[src/rtl/intersection_ctrl.sv]
// Two-way intersection scheduler: NS and EW signal heads plus a pedestrian walk phase,
// with an all-red clearance between any two conflicting grants.
module intersection_ctrl #(
    parameter int TW          = 8,
    parameter int RED_CLR_CYC = 4,
    parameter int YELLOW_CYC  = 10,
    parameter int GREEN_MIN   = 20,
    parameter int GREEN_MAX   = 50,
    parameter int WALK_CYC    = 30
) (
    input  logic       clk,
    input  logic       rst,
    input  logic       enable,
    input  logic       ns_req,
    input  logic       ew_req,
    input  logic       ped_req,
    output logic [1:0] ns_light,
    output logic [1:0] ew_light,
    output logic       walk,
    output logic       ped_ack,
    output logic [2:0] state_o
);

    typedef enum logic [2:0] {
        S_OFF       = 3'd0,
        S_ALL_RED   = 3'd1,
        S_NS_GREEN  = 3'd2,
        S_NS_YELLOW = 3'd3,
        S_EW_GREEN  = 3'd4,
        S_EW_YELLOW = 3'd5,
        S_PED_WALK  = 3'd6
    } state_t;

    localparam logic [1:0] L_OFF    = 2'd0;
    localparam logic [1:0] L_RED    = 2'd1;
    localparam logic [1:0] L_YELLOW = 2'd2;
    localparam logic [1:0] L_GREEN  = 2'd3;

    localparam logic [TW-1:0] RED_LAST    = TW'(RED_CLR_CYC - 1);
    localparam logic [TW-1:0] YELLOW_LAST = TW'(YELLOW_CYC - 1);
    localparam logic [TW-1:0] GMIN_LAST   = TW'(GREEN_MIN - 1);
    localparam logic [TW-1:0] GMAX_LAST   = TW'(GREEN_MAX - 1);
    localparam logic [TW-1:0] WALK_LAST   = TW'(WALK_CYC - 1);

    localparam int DWELL_LIMIT = (1 << TW) - 1;

    // Dwell parameters must fit the timer so no exit condition is ever skipped by a wrap.
    generate
        if (RED_CLR_CYC < 1 || RED_CLR_CYC > DWELL_LIMIT) begin : g_bad_red
            $error("RED_CLR_CYC out of range");
        end
        if (YELLOW_CYC < 1 || YELLOW_CYC > DWELL_LIMIT) begin : g_bad_yellow
            $error("YELLOW_CYC out of range");
        end
        if (GREEN_MIN < 1 || GREEN_MAX > DWELL_LIMIT || GREEN_MIN > GREEN_MAX) begin : g_bad_green
            $error("GREEN_MIN/GREEN_MAX out of range");
        end
        if (WALK_CYC < 1 || WALK_CYC > DWELL_LIMIT) begin : g_bad_walk
            $error("WALK_CYC out of range");
        end
    endgenerate

    state_t        state;
    state_t        next_state;
    logic [TW-1:0] timer;
    logic          ped_pend;
    logic          last_ns;     // 1 = last green was NS, 0 = EW
    logic          ns_to_yellow;
    logic          ew_to_yellow;
    logic          same_dir_only;

    // Green may end early only once the minimum is served and someone else is waiting.
    assign ns_to_yellow = ((timer >= GMIN_LAST) && (ew_req || ped_pend)) || (timer == GMAX_LAST);
    assign ew_to_yellow = ((timer >= GMIN_LAST) && (ns_req || ped_pend)) || (timer == GMAX_LAST);
    assign same_dir_only = last_ns ? (ns_req && !ew_req) : (ew_req && !ns_req);

    always_comb begin
        next_state = state;
        unique case (state)
            S_OFF:       next_state = S_ALL_RED;
            S_ALL_RED: begin
                if (timer == RED_LAST) begin
                    if (ped_pend)
                        next_state = S_PED_WALK;
                    else if (same_dir_only)
                        next_state = last_ns ? S_NS_GREEN : S_EW_GREEN;
                    else
                        next_state = last_ns ? S_EW_GREEN : S_NS_GREEN;
                end
            end
            S_NS_GREEN:  if (ns_to_yellow) next_state = S_NS_YELLOW;
            S_NS_YELLOW: if (timer == YELLOW_LAST) next_state = S_ALL_RED;
            S_EW_GREEN:  if (ew_to_yellow) next_state = S_EW_YELLOW;
            S_EW_YELLOW: if (timer == YELLOW_LAST) next_state = S_ALL_RED;
            S_PED_WALK:  if (timer == WALK_LAST) next_state = S_ALL_RED;
            default:     next_state = S_OFF;
        endcase
        if (!enable)
            next_state = S_OFF;
    end

    // Outputs are registered from next_state so they always match the state register.
    always_ff @(posedge clk) begin
        if (!rst) begin
            state    <= S_OFF;
            timer    <= '0;
            ped_pend <= 1'b0;
            last_ns  <= 1'b0;
            ns_light <= L_OFF;
            ew_light <= L_OFF;
            walk     <= 1'b0;
            ped_ack  <= 1'b0;
        end else begin
            state <= next_state;

            if (!enable || (next_state != state))
                timer <= '0;
            else
                timer <= timer + 1'b1;

            if (!enable)
                ped_pend <= 1'b0;
            else if ((next_state == S_PED_WALK) && (state != S_PED_WALK))
                ped_pend <= 1'b0;
            else if (ped_req && (state != S_OFF) && (state != S_PED_WALK))
                ped_pend <= 1'b1;

            if (next_state == S_NS_GREEN)
                last_ns <= 1'b1;
            else if (next_state == S_EW_GREEN)
                last_ns <= 1'b0;

            unique case (next_state)
                S_OFF: begin
                    ns_light <= L_OFF;
                    ew_light <= L_OFF;
                end
                S_NS_GREEN: begin
                    ns_light <= L_GREEN;
                    ew_light <= L_RED;
                end
                S_NS_YELLOW: begin
                    ns_light <= L_YELLOW;
                    ew_light <= L_RED;
                end
                S_EW_GREEN: begin
                    ns_light <= L_RED;
                    ew_light <= L_GREEN;
                end
                S_EW_YELLOW: begin
                    ns_light <= L_RED;
                    ew_light <= L_YELLOW;
                end
                default: begin
                    ns_light <= L_RED;
                    ew_light <= L_RED;
                end
            endcase

            walk    <= (next_state == S_PED_WALK);
            ped_ack <= (next_state == S_PED_WALK) && (state != S_PED_WALK);
        end
    end

    assign state_o = state;

endmodule

[config.mk]
export PLATFORM = sky130hd
export DESIGN_NAME = intersection_ctrl
export DESIGN_NICKNAME = d
export VERILOG_FILES = /design/src/rtl/intersection_ctrl.sv
export SDC_FILE = /design/constraint.sdc
export NUM_CORES = 1
export LEC_CHECK = 0
export ABC_AREA = 1
export BUFFER_PORTS_ARGS = -buffer_cell sky130_fd_sc_hd__buf_2
export CAP_MARGIN = 20
export CORE_MARGIN = 5
export CORE_UTILIZATION = 35
export CTS_CLUSTER_SIZE = 16
export DETAILED_ROUTE_END_ITERATION = 10
export SETUP_SLACK_MARGIN = 0.1
export SYNTH_ARGS = -nofsm -noshare
export SYNTH_HDL_FRONTEND = slang
export SYNTH_SLANG_ARGS = --single-unit
[constraint.sdc]
create_clock -name clk -period 2 [get_ports clk]
set_input_delay 0.4 -clock clk [delete_from_list [all_inputs] [get_ports clk]]
set_output_delay 0.4 -clock clk [all_outputs]
set_load 0.03 [all_outputs]
==> results.md <==
* Source-to-sink clock delay at the later pin of the worst-skew pair at 0.30 ns
* Minimum setup slack among reg-to-reg paths at 0.28 ns
* Dpl ws at 0.1895 ns
* Fin worst setup slack at 0.2839 ns
* Setup repair after global routing missed its margin: false
* Share of layout cells above drive strength 1 at 37.14%
* Initial core utilization at 37.26%
* Unique cell type count in the Yosys netlist at 29
* Leakage power at 0.5600 nW
* Number of nets with antenna violations after routing at 0
* TNS Setup at 0 ns
* Max FO, Critical Path at 8
* Cell Rows at 20
* P_sw at 0.1705 mW
* Mapped Nets at 166
* FILL cells at 336
* Top cells by area, synth: dfxtp_1 33%, nand2_1 9.1%, nand3_1 7.8%, nor2_2 7.6%, inv_1 5.5%
* Vertical die dimension at 67.48 microns
* Type of the worst min-delay path: in -> reg
* IO Port Bufs at 14
* CTS Buffer Depth at 2
* Post-CTS Hold Buffers at 0
* Path type of the worst setup path: reg -> reg
* GPL Wtd Cong at 0.8827
* CTS Sinks at 19
* Max_slew headroom at 81.47%
* Sequential fraction of the synthesis area at 32.90%
* Crit share post-route at 85.80%
* Slew Viols, Final at 0
* Crit. End Element: flip-flop
* Total track usage at 11.89%
* First-iteration detailed-routing DRC count at 31
* DRC errors left at 0
* Number of standard cells after synthesis at 158
* Cell chosen for the clock root: clkbuf_4
* P_int at 0.4788 mW
* Nets@finish at 184
* Clock network fraction of design power at 30.3%
* Setup-failing EPs final at 0
* Warnings from Yosys at 0
* Largest area contributor in the netlist: dfxtp_1
* Clock slew at the register clock pins of the worst setup and hold paths at 0.12 ns
* Area of the placeable core at 0.003103 sq mm
* Global-route wire length before repair at 4284 microns
* Via density per instance at 4.763
* Area fraction of the dominant cell type after synthesis at 32.90%
* Hold Slack at 0.4155 ns
* Detail Placement HPWL at 1895 microns
* PD cells at 496.6 mW/mm^2
* Relative area change from synthesis to final layout at 13.09%
* Antenna violations before repair at 0
* Nature of the critical path startpoint: flip-flop
* Total power consumption of the routed design at 0.6492 mW
* Die Wd at 67.48 microns
* Pin count of the biggest net entering global routing at 12
* Total congestion overflow after global routing at 0
* Time the final worst path needs with I/O delays and setup at 1.716 ns
* Aggregate routed wire length at 2368 microns
* Mapped Avg Cell Area at 7.317 sq um
* First-pass DRT Iterations at 4
* Cell area after synthesis at 0.001156 sq mm
* Switching share of power at 26.26%
* Total CTS buffers at 3
* TritonCTS clock tree: done
* CTS H-Tree Depth at 1
* Power share of the sequential group at 59.9%
* IO Count at 15
* Overall die area at 0.004553 sq mm
* Number of cells traversed by the worst register-to-register path at 9
* Slew at the pin closest to its max-slew limit at 0.2758 ns
* Routed len/inst at 10.81 microns
* Worst vdd ir at 348.4 uV
* Number of register bits inferred by synthesis at 19
* Status: complete, no violations
* Setup clock skew after layout at 0.005767 ns
* Via total after detailed routing at 1043
* Proportion of power drawn by combinational gates at 9.8%
* Worst Path Arrival at 1.95 ns
* Vias in the first global route at 1045
* Max-cap violations at 0
* Antenna diode count at 0
* Max Clock Freq at 582.7 MHz
* Worst Hold Path Cells at 3
* Endpoint required time on the critical path at 2.23 ns
* Hold violation count in the final report at 0
through the flow:
stage | utilization, % | cells | cell area (sq um)
finish | 42.14 | 219 | 1308
global route | 42.14 | 219 | 1308
CTS | 41.53 | 219 | 1289
detailed placement | 40.65 | 215 | 1261
global placement | 40.65 | 215 | 1261
floorplan | - | 158 | 1156
final cells by class:
class                           instances  area (sq um)  area share (%)
Tap cell                               44         55.05           4.211
Inverter                               23         86.33           6.603
Clock buffer                            3         22.52           1.722
Multi-Input combinational cell        115         679.4           51.96
Clock inverter                          1         5.005          0.3828
Sequential cell                        19         389.1           29.76
Timing Repair Buffer                   14         70.07           5.359
cell usage after synthesis:
master,n
inv_1,17
nand2_2,7
xnor2_1,1
nand3_4,1
nor3b_1,1
nor3_2,1
o31ai_1,1
dfxtp_1,19
nand2_1,28
a31o_2,1
o21ai_0,4
o21bai_1,1
clkinv_1,2
a21oi_1,3
nand4_2,1
nor2_2,14
o21bai_2,1
nand3_2,3
nor2_4,4
a21oi_2,1
inv_2,4
buf_12,1
nor3_1,4
nor2_1,13
or2_2,1
nand4_1,1
ha_1,2
nand3_1,18
xor2_1,3
power groups by stage:
stage	sequential, mW	clock [mW]	combinational (mW)
3_5_place_dp	0.397	0	0.0633
2_1_floorplan	0.403	0	0.0440
3_3_place_gp	0.397	0	0.0628
6_report	0.389	0.197	0.0639
4_1_cts	0.389	0.203	0.0641
5_1_grt	0.390	0.225	0.0717
what timing repair did:
item,CTS,global route
gates resized for setup,0,9
setup buffers,0,0
setup endpoints to repair,0,13
metal layers:
layer | share of wire [%] | up-vias | GRT usage (%)
met1 | 47 | 474 | 15.69
met4 | 0.42 | 0 | 2.532
met3 | 5.1 | 2 | 2.329
met5 | 0 | - | 0
li1 | - | 536 | -
met2 | 48 | 31 | 19.93
cell usage in the layout, fill, tap and decap left out, types with 2 or more instances in the layout:
cell / synthesis / final
clkbuf_4: 0 / 3
inv_1: 17 / 17
nand2_2: 7 / 8
nand3_2: 3 / 4
clkinv_1: 2 / 2
inv_2: 4 / 4
xor2_1: 3 / 3
nand2_1: 28 / 27
buf_2: 0 / 14
a21oi_1: 3 / 3
dfxtp_1: 19 / 14
o21ai_0: 4 / 4
nor2_4: 4 / 4
nor3_1: 4 / 4
dfxtp_2: 0 / 4
nor2_1: 13 / 13
nand3_1: 18 / 17
nor2_2: 14 / 14
state kept, by name, summed over array words and instances, names as in the netlist:
register  cells
walk          1
last_ns       1
ped_pend      1
ew_light      2
timer         8
ns_light      2
state_o       3
ped_ack       1
path summary, 6_finish.rpt:
check | from | end
max | timer[0]$_SDFF_PP0_ | timer[0]$_SDFF_PP0_
min | rst | ped_pend$_SDFFE_PP0P_
max reg2reg | timer[0]$_SDFF_PP0_ | timer[0]$_SDFF_PP0_
min reg2reg | timer[0]$_SDFF_PP0_ | timer[0]$_SDFF_PP0_
logic make-up (layout without fill, tap and decap cells):
kind of cell	Yosys count	count (layout)	share of synthesized area (%)
adder cells (fa/ha/maj)	2	2	2.164
AND/OR/NAND/NOR	97	97	45.89
buffers and inverters	24	41	9.199
AO/OA/AOI/OAI	12	12	6.819
flip-flops	19	19	32.90
XOR/XNOR	4	4	3.031
critical path: stages (launching register included):
cell	delay [ns]
dfxtp_4	0.39
ha_2	0.22
nand2_1	0.07
nor2_2	0.16
nand3_1	0.11
nand4_2	0.13
nand2_2	0.10
a21oi_2	0.20
nand3_4	0.17
nor2_2	0.11
Note: power is estimated with default switching activity, not from simulation.
